`src/rtl/alu_seq.sv`:
```
// alu_seq: handshaked ALU. Single-cycle ops finish in one cycle; shifts
// iterate one bit per cycle through an accumulator, so no barrel shifter.
//
// Handshake: an op is taken on a rising edge where in_valid && in_ready
// (in_ready is high only in IDLE). A result is offered while out_valid is
// high (DONE only); dout/err hold steady until a rising edge sees out_ready.
module alu_seq #(
  parameter int WIDTH = 32,
  localparam int SHAMT_W = $clog2(WIDTH)
) (
  input  logic             clk,
  input  logic             reset,
  input  logic             in_valid,
  output logic             in_ready,
  input  logic [WIDTH-1:0] a,
  input  logic [WIDTH-1:0] b,
  input  logic [4:0]       op,
  output logic             out_valid,
  input  logic             out_ready,
  output logic [WIDTH-1:0] dout,
  output logic             err,
  output logic [1:0]       state_dbg
);

  typedef enum logic [1:0] {
    IDLE  = 2'd0,
    SHIFT = 2'd1,
    DONE  = 2'd2
  } state_t;

  state_t state, state_next;

  logic [WIDTH-1:0]   acc;
  logic [WIDTH-1:0]   acc_shifted;
  logic [SHAMT_W-1:0] cnt;
  logic               shift_left;
  logic               fill_bit;
  logic [WIDTH-1:0]   dout_q;
  logic               err_q;

  logic [WIDTH-1:0]   imm_result;
  logic               imm_err;
  logic               is_shift;
  logic               start_shift;
  logic [SHAMT_W-1:0] shamt_in;
  logic               lt_signed;
  logic               lt_unsigned;
  logic               is_eq;

  // sll (f3=1) and srl/sra (f3=5) are the only iterative ops
  assign is_shift    = !op[4] && (op[1:0] == 2'b01);
  assign shamt_in    = b[SHAMT_W-1:0];
  assign start_shift = is_shift && (shamt_in != '0);

  assign lt_signed   = $signed(a) < $signed(b);
  assign lt_unsigned = a < b;
  assign is_eq       = (a == b);

  // One-bit step; right shifts pull in the fill bit latched at accept time
  assign acc_shifted = shift_left ? {acc[WIDTH-2:0], 1'b0} : {fill_bit, acc[WIDTH-1:1]};

  assign in_ready  = (state == IDLE);
  assign out_valid = (state == DONE);
  assign dout      = dout_q;
  assign err       = err_q;
  assign state_dbg = state;

  // Single-cycle result straight from the inputs; shifts by zero pass a through
  always_comb begin
    imm_result = '0;
    imm_err    = 1'b0;
    if (!op[4]) begin
      case (op[2:0])
        3'd0:    imm_result = op[3] ? (a - b) : (a + b);
        3'd1:    imm_result = a;
        3'd2:    imm_result[0] = lt_signed;
        3'd3:    imm_result[0] = lt_unsigned;
        3'd4:    imm_result = a ^ b;
        3'd5:    imm_result = a;
        3'd6:    imm_result = a | b;
        default: imm_result = a & b;
      endcase
    end else begin
      case (op[2:0])
        3'd0:    imm_result[0] = is_eq;
        3'd1:    imm_result[0] = !is_eq;
        3'd4:    imm_result[0] = lt_signed;
        3'd5:    imm_result[0] = !lt_signed;
        3'd6:    imm_result[0] = lt_unsigned;
        3'd7:    imm_result[0] = !lt_unsigned;
        default: imm_err = 1'b1;
      endcase
    end
  end

  // Next-state logic
  always_comb begin
    state_next = state;
    case (state)
      IDLE:    if (in_valid) state_next = start_shift ? SHIFT : DONE;
      SHIFT:   if (cnt == SHAMT_W'(1)) state_next = DONE;
      DONE:    if (out_ready) state_next = IDLE;
      default: state_next = IDLE;
    endcase
  end

  // State register
  always_ff @(posedge clk) begin
    if (reset) state <= IDLE;
    else       state <= state_next;
  end

  // Datapath: capture at accept, iterate shifts, latch result on entry to DONE
  always_ff @(posedge clk) begin
    if (reset) begin
      acc        <= '0;
      cnt        <= '0;
      shift_left <= 1'b0;
      fill_bit   <= 1'b0;
      dout_q     <= '0;
      err_q      <= 1'b0;
    end else begin
      case (state)
        IDLE: begin
          if (in_valid) begin
            if (start_shift) begin
              acc        <= a;
              cnt        <= shamt_in;
              shift_left <= !op[2];
              fill_bit   <= op[2] && op[3] && a[WIDTH-1];
            end else begin
              dout_q <= imm_result;
              err_q  <= imm_err;
            end
          end
        end
        SHIFT: begin
          acc <= acc_shifted;
          cnt <= cnt - SHAMT_W'(1);
          if (cnt == SHAMT_W'(1)) begin
            dout_q <= acc_shifted;
            err_q  <= 1'b0;
          end
        end
        default: ;
      endcase
    end
  end

endmodule
```
`config.mk`:
```
export PLATFORM = sky130hd
export DESIGN_NAME = alu_seq
export DESIGN_NICKNAME = d
export VERILOG_FILES = /design/src/rtl/alu_seq.sv
export SDC_FILE = /design/constraint.sdc
export NUM_CORES = 1
export LEC_CHECK = 0
export BUFFER_PORTS_ARGS = -buffer_cell sky130_fd_sc_hd__buf_2
export CORE_MARGIN = 5
export CORE_UTILIZATION = 45
export DETAILED_ROUTE_END_ITERATION = 8
export SLEW_MARGIN = 25
export SYNTH_ARGS = -nofsm -noshare
export SYNTH_HDL_FRONTEND = slang
export SYNTH_SLANG_ARGS = --single-unit
```
`constraint.sdc`:
```
create_clock -name clk -period 3.6 [get_ports clk]
set_clock_uncertainty 0.15 [all_clocks]
set_input_delay 0.18 -clock clk [delete_from_list [all_inputs] [get_ports clk]]
set_output_delay 0.18 -clock clk [all_outputs]
set_load 0.01 [all_outputs]
```
Yosys cells after proc, flatten, opt, wreduce, memory -nomap -nowiden
Cells that the tools add are included.
{"block": "op_classes", "n_addsub": 3, "mul": 0, "n_div": 0, "n_lt_le_gt_ge": 2, "eq_ne": 17, "n_shift": 0, "muxes": 28, "n_bitwise": 3, "n_reduce_logical": 20}
{"op": "$mux W32", "n": 7}
{"op": "$pmux W31 S5", "n": 1}
{"op": "$pmux W32 S2", "n": 2}
{"op": "$lt A32 B32 Y1", "n": 2}
{"op": "$add A32 B32 Y32", "n": 1}
{"op": "$and A32 B32 Y32", "n": 1}
{"op": "$eq A32 B32 Y1", "n": 1}
{"op": "$or A32 B32 Y32", "n": 1}
{"op": "$sub A32 B32 Y32", "n": 1}
{"op": "$xor A32 B32 Y32", "n": 1}
{"op": "$mux W31", "n": 1}
{"op": "$eq A3 B3 Y1 const B", "n": 4}
{"op": "$pmux W1 S6", "n": 2}
{"op": "$mux W5", "n": 2}
{"op": "$pmux W5 S2", "n": 1}
{"op": "$reduce_and A3 Y1", "n": 3}
{"op": "$mux W2", "n": 4}
{"op": "$eq A3 B2 Y1 const B", "n": 2}
{"op": "$mux W1", "n": 6}
{"op": "$ne A2 B2 Y1 const B", "n": 3}
{"op": "$pmux W2 S3", "n": 1}
{"op": "$reduce_or A6 Y1", "n": 1}
{"op": "$eq A5 B1 Y1 const B", "n": 1}
{"op": "$logic_not A1 Y1", "n": 5}
{"op": "13 further kinds", "n": 19}
{"block": "totals", "reg_bits": 74, "latch_bits": 0, "ram_bits": 0, "mem_bits_ro": 0, "input_bits": 73, "memories": 0}

Logic depth before layout (Yosys ltp)
{"block": "depth", "word_depth": 7, "depth_mapped": 12, "mapped_depth_nobuf": 12}

Worst setup path before layout
No wires, ideal clock.
{"block": "synth_timing", "kind": "input-to-reg", "startpoint": "input a[13]", "endpoint": "register dout_q[18], in the netlist dout[18]", "setup_ns": 0.078, "t_arrival_ns": 2.642, "t_required_ns": 3.372, "slack_ns": 0.730, "path_stages": 12, "path_buffers": 1, "cell_sequence": "inv_1 ha_1 buf_6 or4_4 or3_1 a211oi_2 nor2_1 or3_1 a31oi_1 xnor2_1 a21oi_1 nor3_1"}
{"block": "synth_via", "elab_chain_len": 7, "word_cells_on_any_way": 8, "classes_between": "add/sub (2); mux (6)"}
{"item": "start: declaration", "line_no": "15", "text": "input logic [WIDTH-1:0] a,"}
{"item": "$add A32 B32 Y32 / $sub A32 B32 Y32 (equally long branches)", "line_no": "74", "text": "3'd0: imm_result = op[3] ? (a - b) : (a + b);"}
{"item": "$mux W32 (*)", "line_no": "74"}
{"item": "$pmux W31 S5 (*)", "line_no": "73", "text": "case (op[2:0])"}
{"item": "$mux W31 (*)", "line_no": "72", "text": "if (!op[4]) begin"}
{"item": "$mux W32 (*)", "line_no": "126", "text": "if (start_shift) begin"}
{"item": "$mux W32 (*)", "line_no": "125", "text": "if (in_valid) begin"}
{"item": "$pmux W32 S2 (*)", "line_no": "123", "text": "case (state)"}
{"item": "end signal: assignment", "line_no": "132", "text": "dout_q <= imm_result;"}
{"item": "end signal: assignment", "line_no": "141", "text": "dout_q <= acc_shifted;"}
{"item": "end: declaration", "line_no": "38", "text": "logic [WIDTH-1:0] dout_q;"}
Every way passes the cells marked *; elsewhere a longest branch is shown, timed or not. The select of a mux whose other input is x is not followed.
A chain may end at the register's enable or synchronous reset.

Worst setup path after layout
{"block": "layout_timing", "startpoint": "input a[13]", "endpoint": "register dout_q[14], in the netlist dout[14]"}
Same word-level chain as after synthesis.

==> metrics.txt <==
status complete, no violations; I/O Pins 110; ys flop type dfxtp_1; largest net degree at the start of global routing 77; setup violators final 0; EDFF count, synth 0; Vias/cell 6.37; WHS 0.0379 ns; Finished Cell Area 10500 sq um; final worst slack 0.324 ns; P_int 0.00205 W; commonest non-fill, non-tap cell in the layout nor2_1; Clock Power Share 32.6%; area delta synth->final 16.1%; routed wire length 38600 um; CP max-delay cell or4_4; Die Span Y 152 um; initial antenna violation count 0; clk root buf clkbuf_16; Worst Hold Class in2reg; maximum VDD drop 279 uV; CP required 3.63 ns; Num CTS Buffers 9; Startpoint Class primary input; Ant. Diodes 0; Leak 4.63 nW; clock-pin slew on the worst setup and hold paths 0.06 ns; fin nets 1574; GP Congestion 1.00; Flop pwr share 27.5%; worst-path fanout max 10; clock tree buffer depth 2; Post-Synthesis Net Count 1475; Critical Path Max Stage Delay 0.60 ns; most frequent cells in the layout nor2_1 (169), a21oi_1 (156), buf_2 (109), inv_1 (102), ha_1 (98); synthesized flop and latch total 74; share of cells above drive strength 1 17.0%; DP Wirelength 28800 um; crit path kind in2reg; post-synth top area share 16.4%; RSZ-0062 raised after global routing false; area of the multi-input gates 6770 sq um; mapped cell area 9030 sq um; max_cap viols 0; worst skew pair latency 0.35 ns; Max Fclk 305 MHz; core footprint 19600 sq um; synth top area cells dfxtp_1 (16%), ha_1 (14%), a21oi_1 (8.6%); top cell type by total area after synthesis dfxtp_1; hold_sp a[31]; row cnt 51; warning count from the yosys run 0; Slew Limit Fails 0; P per Cell Area 317 nW/um^2; hold-critical path depth 3; placed inst area 10100 sq um; Async SR Flop Fraction 0%; die area 23000 sq um; Net Sw Power 0.00128 W; DR WL/cell 23.1 um; DRT antenna net count 0; initial drt markers 1342; first-pass GRT wire length 58500 um; Mapped Cells 1302; dpl ws 0.0684 ns; 1st-pass router iterations 6; worst path cell trace buf_2, inv_1, ha_1, or4_4, or3_1, a211oi_2, o21ai_0, o31ai_1, xnor2_1, a221oi_1, buf_4, a211oi_1; post-CTS setup buffers 0; switching share of power 38.4%; period utilization 91.0%; Worst Max-Slew Pin Slew 0.908 ns; r2r startpoint cnt[1]; CTS tree yes; register area 1480 sq um; clock sinks 74; DRC viols 0; min Tclk post-route 3.28 ns; WP data arrival 3.31 ns; Buffers on Ports 109; Initial Utilization 46.1%; Die Wd 152 um; H-tree levels 3; Worst setup startpoint a[13]; count of cell types in the netlist 78; total number of vias 10650; Synth Area per Inst 6.94 sq um; setup_tns 0 ns; fill cell count 2011; register area share after synthesis 16.4%; global route overflow 0; number of failing hold endpoints at the final stage 0; gr usage total 33.1%; Slew headroom 39.5%; Gate power share 39.9%; vias in the first global route 9741; worst-case reg-to-reg path depth 7; CP Capture Type register
-- state kept, by name, summed over array words and instances, names as in the netlist --
name and flops:
acc 32, dout 32, cnt 5, state_dbg 2, err 1, fill_bit 1
shift_left 1
-- kinds of logic after synthesis --
group | share of synthesized area (%)
and+or+nand+nor | 21.5
DFF | 16.4
AOI/OAI and AO/OA | 33.3
buffers and inverters | 8.89
xor gates and xnor gates | 2.23
adders and majority gates | 14.0
muxes | 3.64
-- cell type report --
class	instances	share of cell area [%]
flip-flops and latches	74	14.1
well taps	265	3.16
clock inverters	6	1.10
inverters	105	3.76
repair buffers	186	11.1
clock buffers	10	2.18
multi-input cells	1025	64.5
-- metal layers --
layer / global-route usage, % / up-vias / share of wire (%)
met2: 46.2 / 668 / 40
met4: 9.25 / 0 / 2.3
met1: 49.9 / 4989 / 44
li1: - / 4919 / -
met5: 0 / - / 0
met3: 8.09 / 74 / 13
-- per-stage QoR --
step | util, % | instances | power [W]
2_1_floorplan | - | 1302 | 0.00173
6_report | 53.5 | 1671 | 0.00333
3_5_place_dp | 51.7 | 1653 | 0.00221
4_1_cts | 53.5 | 1671 | 0.00329
3_3_place_gp | 51.7 | 1653 | 0.00221
5_1_grt | 53.5 | 1671 | 0.00347
-- cell usage after synthesis, types with 19 or more instances --
master    number
o21ai_0       76
nand3_1       19
a211oi_1      56
ha_1          98
xnor2_1       20
dfxtp_1       74
inv_1        102
clkbuf_1      67
nand2_1       71
nor4_1        21
nor3_1        40
a22oi_1       25
a21oi_1      156
nor2_1       170
-- path summary, 6_finish.rpt --
path                                  to  slack [ns]
worst max-delay path            dout[14]        0.32
worst min-delay path            fill_bit        0.04
worst max register to register  dout[31]        0.87
worst min register to register       err        0.30
-- power groups by stage --
stage	clock network (W)	registers [W]	logic, W
6_report	0.00109	0.000914	0.00133
5_1_grt	0.00113	0.000917	0.00143
3_5_place_dp	0	0.000931	0.00128
2_1_floorplan	0	0.000929	0.000797
3_3_place_gp	0	0.000930	0.00128
4_1_cts	0.00109	0.000913	0.00129
-- worst max-delay path: cells and delay by family --
kind	cells	cell delay (ns)
compound gates	5	1.20
buf+inv	3	0.39
fa+ha+maj	1	0.46
xor+xnor	1	0.09
simple gates	2	0.97
-- repair_timing --
item                                   in CTS  in global routing
endpoints found under the hold margin       2                  0
hold buffers                                2                  0
gates resized for setup                     0                  0
Power figures use the tool's default switching activity.
